===== config.mk =====
export PLATFORM = sky130hd
export DESIGN_NAME = ysyx_23060184_mem_stage
export DESIGN_NICKNAME = d
export VERILOG_FILES = /design/src/rtl/ysyx_23060184_mem_stage_pkg.sv /design/src/rtl/ysyx_23060184_mem_stage_load_ext.sv /design/src/rtl/ysyx_23060184_mem_stage.sv
export SDC_FILE = /design/constraint.sdc
export NUM_CORES = 1
export LEC_CHECK = 0
export ABC_CLOCK_PERIOD_IN_PS = 1900
export BUFFER_PORTS_ARGS = -buffer_cell sky130_fd_sc_hd__buf_2
export CAP_MARGIN = 15
export CORE_UTILIZATION = 37
export DETAILED_ROUTE_END_ITERATION = 6
export GPL_TIMING_DRIVEN = 0
export REMOVE_ABC_BUFFERS = 1
export SLEW_MARGIN = 20
export SYNTH_ARGS = -nofsm -noshare
export SYNTH_HDL_FRONTEND = slang
export SYNTH_SLANG_ARGS = --single-unit

===== constraint.sdc =====
create_clock -name clk -period 1.9 [get_ports clk]
set_input_delay 0.38 -clock clk [delete_from_list [all_inputs] [get_ports clk]]
set_output_delay 0.38 -clock clk [all_outputs]
set_load 0.01 [all_outputs]

===== src/rtl/ysyx_23060184_mem_stage_pkg.sv =====
`default_nettype none
// ============================================================================
// Module   : ysyx_23060184_defs (package)
// Purpose  : Shared widths, load-type encodings and memory-stage FSM states
//            for the ysyx_23060184 MEM stage.
// Revision : 1.0 - initial release
// ============================================================================
package ysyx_23060184_defs;

    localparam int DATA_WIDTH        = 32;
    localparam int WMASK_LENGTH      = DATA_WIDTH / 8;
    localparam int ROPCODE_LENGTH    = 3;
    localparam int RESULT_SRC_LENGTH = 2;
    localparam int REG_LENGTH        = 5;

    // Load-extension opcodes; codes 5..7 fall back to a full-word load
    localparam logic [ROPCODE_LENGTH-1:0] ROP_LW  = 3'd0;
    localparam logic [ROPCODE_LENGTH-1:0] ROP_LB  = 3'd1;
    localparam logic [ROPCODE_LENGTH-1:0] ROP_LBU = 3'd2;
    localparam logic [ROPCODE_LENGTH-1:0] ROP_LH  = 3'd3;
    localparam logic [ROPCODE_LENGTH-1:0] ROP_LHU = 3'd4;

    typedef enum logic [1:0] {
        ST_IDLE = 2'd0,
        ST_REQ  = 2'd1,
        ST_RESP = 2'd2
    } memState_t;

endpackage
`default_nettype wire


===== src/rtl/ysyx_23060184_mem_stage_load_ext.sv =====
`default_nettype none
// ============================================================================
// Module   : ysyx_23060184_load_ext
// Purpose  : Shifts the addressed lane of a bus word down to bit 0 and
//            sign- or zero-extends it according to the load type.
// Revision : 1.0 - initial release
// ============================================================================
module ysyx_23060184_load_ext
    import ysyx_23060184_defs::*;
(
    input  logic [DATA_WIDTH-1:0]     i_rdata,
    input  logic [1:0]                i_off,
    input  logic [ROPCODE_LENGTH-1:0] i_ropcode,
    output logic [DATA_WIDTH-1:0]     o_loadValue
);

    logic [DATA_WIDTH-1:0] w_shifted;

    // Bytes above the word end shift in as zero; misaligned halves are not split
    assign w_shifted = i_rdata >> {i_off, 3'b000};

    // Select the lane slice and widen it per load type
    always_comb begin
        o_loadValue = w_shifted;
        case (i_ropcode)
            ROP_LB:  o_loadValue = {{(DATA_WIDTH-8){w_shifted[7]}}, w_shifted[7:0]};
            ROP_LBU: o_loadValue = {{(DATA_WIDTH-8){1'b0}}, w_shifted[7:0]};
            ROP_LH:  o_loadValue = {{(DATA_WIDTH-16){w_shifted[15]}}, w_shifted[15:0]};
            ROP_LHU: o_loadValue = {{(DATA_WIDTH-16){1'b0}}, w_shifted[15:0]};
            default: o_loadValue = w_shifted;
        endcase
    end

endmodule
`default_nettype wire


===== src/rtl/ysyx_23060184_mem_stage.sv =====
`default_nettype none
// ============================================================================
// Module   : ysyx_23060184_mem_stage
// Purpose  : Memory-access stage. Runs one valid/ready bus transaction per
//            load/store, aligns store data and strobes, extends load data
//            and holds the result in a registered write-back slot.
// Revision : 1.0 - initial release
// ============================================================================
module ysyx_23060184_mem_stage
    import ysyx_23060184_defs::*;
(
    input  logic                         clk,
    input  logic                         reset,
    input  logic                         Mvalid,
    output logic                         Mready,
    input  logic                         RegWriteM,
    input  logic                         MemReadM,
    input  logic                         MemWriteM,
    input  logic [WMASK_LENGTH-1:0]      WmaskM,
    input  logic [ROPCODE_LENGTH-1:0]    RopcodeM,
    input  logic [RESULT_SRC_LENGTH-1:0] ResultSrcM,
    input  logic [DATA_WIDTH-1:0]        WriteDataM,
    input  logic [DATA_WIDTH-1:0]        PCPlus4M,
    input  logic [DATA_WIDTH-1:0]        CsrReadM,
    input  logic [DATA_WIDTH-1:0]        ALUResultM,
    input  logic [REG_LENGTH-1:0]        RdM,
    output logic                         req_valid,
    input  logic                         req_ready,
    output logic                         req_write,
    output logic [DATA_WIDTH-1:0]        req_addr,
    output logic [DATA_WIDTH-1:0]        req_wdata,
    output logic [WMASK_LENGTH-1:0]      req_wstrb,
    input  logic                         resp_valid,
    input  logic [DATA_WIDTH-1:0]        resp_rdata,
    output logic                         Wvalid,
    input  logic                         Wready,
    output logic                         RegWriteW,
    output logic [RESULT_SRC_LENGTH-1:0] ResultSrcW,
    output logic [REG_LENGTH-1:0]        RdW,
    output logic [DATA_WIDTH-1:0]        PCPlus4W,
    output logic [DATA_WIDTH-1:0]        CsrReadW,
    output logic [DATA_WIDTH-1:0]        ALUResultW,
    output logic [DATA_WIDTH-1:0]        ReadDataW
);

    memState_t                    r_state;

    // Captured instruction, held stable while the bus transaction runs
    logic                         r_regWrite;
    logic                         r_memRead;
    logic                         r_memWrite;
    logic [WMASK_LENGTH-1:0]      r_wmask;
    logic [ROPCODE_LENGTH-1:0]    r_ropcode;
    logic [RESULT_SRC_LENGTH-1:0] r_resultSrc;
    logic [DATA_WIDTH-1:0]        r_writeData;
    logic [DATA_WIDTH-1:0]        r_pcPlus4;
    logic [DATA_WIDTH-1:0]        r_csrRead;
    logic [DATA_WIDTH-1:0]        r_aluResult;
    logic [REG_LENGTH-1:0]        r_rd;

    // Write-back slot
    logic                         r_wValid;
    logic                         r_regWriteW;
    logic [RESULT_SRC_LENGTH-1:0] r_resultSrcW;
    logic [REG_LENGTH-1:0]        r_rdW;
    logic [DATA_WIDTH-1:0]        r_pcPlus4W;
    logic [DATA_WIDTH-1:0]        r_csrReadW;
    logic [DATA_WIDTH-1:0]        r_aluResultW;
    logic [DATA_WIDTH-1:0]        r_readDataW;

    logic                         w_accept;
    logic                         w_isMem;
    logic [1:0]                   w_off;
    logic [DATA_WIDTH-1:0]        w_loadValue;

    // New work only when idle and the slot is free or draining this edge
    assign Mready   = (r_state == ST_IDLE) && (!r_wValid || Wready);
    assign w_accept = Mvalid && Mready;
    assign w_isMem  = MemReadM || MemWriteM;
    assign w_off    = r_aluResult[1:0];

    // Bus request: address word-aligned, store lanes shifted into place
    assign req_valid = (r_state == ST_REQ);
    assign req_write = r_memWrite;
    assign req_addr  = {r_aluResult[DATA_WIDTH-1:2], 2'b00};
    assign req_wdata = r_writeData << {w_off, 3'b000};
    assign req_wstrb = r_memWrite ? (r_wmask << w_off) : '0;

    assign Wvalid     = r_wValid;
    assign RegWriteW  = r_regWriteW;
    assign ResultSrcW = r_resultSrcW;
    assign RdW        = r_rdW;
    assign PCPlus4W   = r_pcPlus4W;
    assign CsrReadW   = r_csrReadW;
    assign ALUResultW = r_aluResultW;
    assign ReadDataW  = r_readDataW;

    ysyx_23060184_load_ext u_loadExt (
        .i_rdata     (resp_rdata),
        .i_off       (w_off),
        .i_ropcode   (r_ropcode),
        .o_loadValue (w_loadValue)
    );

    // Stage FSM: accept, issue request, await response, fill write-back slot
    always_ff @(posedge clk) begin
        if (reset) begin
            r_state      <= ST_IDLE;
            r_regWrite   <= 1'b0;
            r_memRead    <= 1'b0;
            r_memWrite   <= 1'b0;
            r_wmask      <= '0;
            r_ropcode    <= '0;
            r_resultSrc  <= '0;
            r_writeData  <= '0;
            r_pcPlus4    <= '0;
            r_csrRead    <= '0;
            r_aluResult  <= '0;
            r_rd         <= '0;
            r_wValid     <= 1'b0;
            r_regWriteW  <= 1'b0;
            r_resultSrcW <= '0;
            r_rdW        <= '0;
            r_pcPlus4W   <= '0;
            r_csrReadW   <= '0;
            r_aluResultW <= '0;
            r_readDataW  <= '0;
        end else begin
            // Slot drains on Wready; a result loaded below on this edge wins
            if (r_wValid && Wready) begin
                r_wValid <= 1'b0;
            end
            case (r_state)
                ST_IDLE: begin
                    if (w_accept) begin
                        r_regWrite  <= RegWriteM;
                        r_memRead   <= MemReadM;
                        r_memWrite  <= MemWriteM;
                        r_wmask     <= WmaskM;
                        r_ropcode   <= RopcodeM;
                        r_resultSrc <= ResultSrcM;
                        r_writeData <= WriteDataM;
                        r_pcPlus4   <= PCPlus4M;
                        r_csrRead   <= CsrReadM;
                        r_aluResult <= ALUResultM;
                        r_rd        <= RdM;
                        if (w_isMem) begin
                            r_state <= ST_REQ;
                        end else begin
                            r_wValid     <= 1'b1;
                            r_regWriteW  <= RegWriteM;
                            r_resultSrcW <= ResultSrcM;
                            r_rdW        <= RdM;
                            r_pcPlus4W   <= PCPlus4M;
                            r_csrReadW   <= CsrReadM;
                            r_aluResultW <= ALUResultM;
                            r_readDataW  <= '0;
                        end
                    end
                end
                ST_REQ: begin
                    if (req_ready) begin
                        r_state <= ST_RESP;
                    end
                end
                ST_RESP: begin
                    if (resp_valid) begin
                        r_state      <= ST_IDLE;
                        r_wValid     <= 1'b1;
                        r_regWriteW  <= r_regWrite;
                        r_resultSrcW <= r_resultSrc;
                        r_rdW        <= r_rd;
                        r_pcPlus4W   <= r_pcPlus4;
                        r_csrReadW   <= r_csrRead;
                        r_aluResultW <= r_aluResult;
                        r_readDataW  <= r_memRead ? w_loadValue : '0;
                    end
                end
                default: r_state <= ST_IDLE;
            endcase
        end
    end

endmodule
`default_nettype wire


==> metrics.md <==
| Metric | Value |
|---|---|
| FF+latch count, synth | `284` |
| Sequential share of power | `0.411` |
| Cell Rows | `66` |
| Dpl hpwl | `27.1 mm` |
| Setup WS post-layout | `-0.251 ns` |
| Post-synth top flop | `dfxtp_1` |
| Startpoint types | `register` |
| Reg2reg start | `r_aluResult[1]` |
| Nets | `2,000` |
| Worst-skew pair later-pin latency | `0.51 ns` |
| Hold_buf cts | `0` |
| Synth area leaders | `dfxtp_1 46%, mux2i_1 12%, a21oi_1 11%, nand2_1 9.4%, a211oi_1 6.7%` |
| Die X | `186 um` |
| Area grow syn2layout | `35.5%` |
| Flop-to-flop setup slack | `-0.22 ns` |
| EDFF count, synth | `0` |
| Largest net degree at the start of global routing | `~120` |
| DIE HEIGHT | `186 um` |
| Root buffer cell | `clkbuf_16` |
| Port bufs | `between 300 and 400` |
| Most frequent cells in the layout | `385 x buf_2, 312 x nand2_1, 280 x dfxtp_1` |
| Initial antenna violation count | `9` |
| Num ports | `391` |
| Worst-margin pin slew | `0.700 ns` |
| Final count of hold timing violations | `0` |
| Top-area cell type share of the netlist area | `0.455` |
| Clock skew | `0.0145 ns` |
| Tcrit/Tclk final | `1.13` |
| GRT Overall Usage | `0.239` |
| Clk pwr share | `0.400` |
| Comb pwr share | `0.190` |
| CTS tree | `done` |
| Internal power | `0.0115 W` |
| DIE AREA | `0.0345 mm2` |
| CTS Buffer Depth | `3` |
| End of the critical path | `req_wstrb[3]` |
| Maximum vdd drop | `0.000697 V` |
| Vias per Instance | `around 5.3` |
| Setup TNS | `-5.97 ns` |
| Core ar. | `between 0.03 and 0.04 mm2` |
| Arr. time, crit path | `roughly 1.8 ns` |
| Switching share of power | `0.283` |
| Slowest stage cell, crit path | `mux4_2` |
| Post-Syn Instances | `1,474` |
| CP endpoint kind | `output port` |
| R2R Path End | `ReadDataW[25]` |
| Post-synth top area cell | `dfxtp_1` |
| CP Data Required Time | `1.52 ns` |
| Total wire length | `approximately 44 mm` |
| Routed Antenna Nets | `0` |
| Ys async rst share | `0` |
| Critical path class | `register to output port` |
| Slew HR | `0.530` |
| Distinct cells, synth | `45` |
| Gpl congestion | `0.816` |
| Crit. Startpoint | `r_aluResult[1]` |
| Slew Viols, Final | `0` |
| Wire per inst | `19.2 um` |
| Max Cap Violations | `0` |
| DRT Pass-1 Iters | `5` |
| Avg Cell Area, Syn | `8.48 um2` |
| Initial Utilization | `0.380` |
| Via count | `12,200` |
| Status | `finished, violations left` |
| Starting DRT DRC Count | `673` |
| Failing checks | `negative setup slack` |
| Unrepaired setup endpoints after global routing | `true` |
| Crit-path max cell delay | `0.49 ns` |
| Leak pwr | `between 7 and 8 nW` |
| Most common cell after layout, fill and taps aside | `buf_2` |
| PD cells | `around 950 mW/mm2` |
| Cell area after synthesis | `between 0.01 and 0.015 mm2` |
| Peak Freq | `~460 MHz` |
| Synth Warn # | `0` |
| First-pass GRT wire length | `~65 mm` |
| CP max FO | `4` |
| Clock sink count | `284` |
| CTS buffer count | `34` |
| Sw power | `0.00454 W` |
| Layout cells sized above 1 | `0.319` |
| R2R depth | `8` |
| Worst min-delay path class | `input pin to register` |
| H-tree Lvls | `2` |
| Post-route minimum period | `2.15 ns` |
| Grt ovf | `0` |
| Filler instances | `3,196` |
| Remaining DRCs | `0` |
| Setup Viol. Count Final | `45` |
| Seq/Total Area, Yosys | `0.455` |
| Sequence of cells on the critical path | `buf_16 > mux4_2 > and2_4 > buf_6` |
| Clock slew at reported path FFs | `about 0.06 ns` |
| Worst Hold Slack | `0.113 ns` |
| Number of global-route vias before repair | `between 10,000 and 15,000` |
==> routing by layer <==
layer	up-vias	part of all wire	GRT usage
met1	5725	0.40	0.280
met2	528	0.47	0.399
met3	88	0.094	0.0790
li1	5823	-	-
met5	-	0.00086	0
met4	8	0.031	0.0974
==> worst max-delay path: cells and delay by family (launching register included) <==
| family | cells | cell delay, ns |
|---|---|---|
| muxes | 1 | 0.49 |
| DFF | 1 | 0.38 |
| buffers and inverters | 2 | 0.24 |
| and+or+nand+nor | 1 | 0.15 |
==> repair_timing <==
action                     CTS  global route
cloned                       9             3
gates resized for setup     44            43
pin swaps                   10            11
setup buffers               33             7
setup endpoints to repair  303           183
==> layout make-up <==
cell class,instances,area (um2),share of cell area
diodes,6,15.0,0.000887
clock inverters,4,67.6,0.00399
repair buffers,468,3240,0.191
flip-flops and latches,284,5700,0.337
well taps,442,553,0.0327
clock buffers,57,1040,0.0613
inverters,20,78.8,0.00466
multi-input cells,1009,6240,0.368
==> per-stage QoR <==
| step | setup WS, ns | cells | power (W) | instance area, um2 | util |
|---|---|---|---|---|---|
| after floorplan | -6.18 | 1308 | 0.00815 | 11700 | - |
| after global placement | -13.07 | 2138 | 0.00925 | 14200 | 0.432 |
| after detailed placement | -0.877 | 2175 | 0.00936 | 14900 | 0.453 |
| after CTS | -0.289 | 2275 | 0.0161 | 16600 | 0.506 |
| after global routing | -0.294 | 2288 | 0.0167 | 16900 | 0.515 |
| final | -0.251 | 2290 | 0.0160 | 16900 | 0.515 |
==> worst min path at each step <==
stage | startpoint | endpoint | slack (ns) | depth (start not counted)
final | CsrReadM[15] | r_csrRead[15] | 0.11 | 3
after global routing | ResultSrcM[1] | r_resultSrc[1] | 0.09 | 3
after CTS | CsrReadM[11] | r_csrRead[11] | 0.09 | 3
after detailed placement | r_writeData[24] | r_writeData[24] | 0.44 | 2
after global placement | ReadDataW[20] | ReadDataW[20] | 0.44 | 2
after floorplan | r_writeData[24] | r_writeData[24] | 0.43 | 2
==> cell families after synthesis <==
| kind of cell | after synthesis | synth area share |
|---|---|---|
| flip-flops | 284 | 0.455 |
| buffers and inverters | 187 | 0.0709 |
| AND/OR/NAND/NOR | 396 | 0.129 |
| AO/OA/AOI/OAI | 453 | 0.221 |
| other | 1 | 0.000300 |
| XOR/XNOR | 1 | 0.000701 |
| multiplexers | 152 | 0.123 |
==> sequential cells by signal (all words and copies together), names as in the netlist <==
signal       count
ReadDataW       32
req_write        1
r_aluResult     32
PCPlus4W        32
r_ropcode        3
ALUResultW      32
RegWriteW        1
r_state          2
r_resultSrc      2
Wvalid           1
RdW              5
r_memRead        1
r_wmask          4
r_writeData     32
r_csrRead       32
r_regWrite       1
CsrReadW        32
r_pcPlus4       32
r_rd             5
ResultSrcW       2
==> power groups by stage <==
stage | clock, W | combinational, W | sequential, W
CTS | 0.00658 | 0.00292 | 0.00658
global placement | 0 | 0.00252 | 0.00674
global route | 0.00681 | 0.00328 | 0.00664
finish | 0.00641 | 0.00304 | 0.00659
detailed placement | 0 | 0.00264 | 0.00672
floorplan | 0 | 0.00133 | 0.00681
==> cell usage after synthesis, types with 2 or more instances <==
library cell and number:
a211oi_1 112, a21oi_1 277, a221o_1 7, and2_1 10
buf_1 22, buf_2 39, buf_4 34, clkbuf_1 71
dfxtp_1 284, inv_1 19, mux2_2 4, mux2i_1 147
nand2_1 312, nand2b_1 5, nand4_1 3, nand4b_1 2
nor2_1 38, nor2b_1 10, nor3_1 5, nor4_1 2
o211ai_1 4, o21a_1 3, o21ai_0 25, o21ai_1 2
o221ai_1 2, o32ai_1 7, o32ai_2 9, or3b_1 2
(Power assumes the default switching activity.)
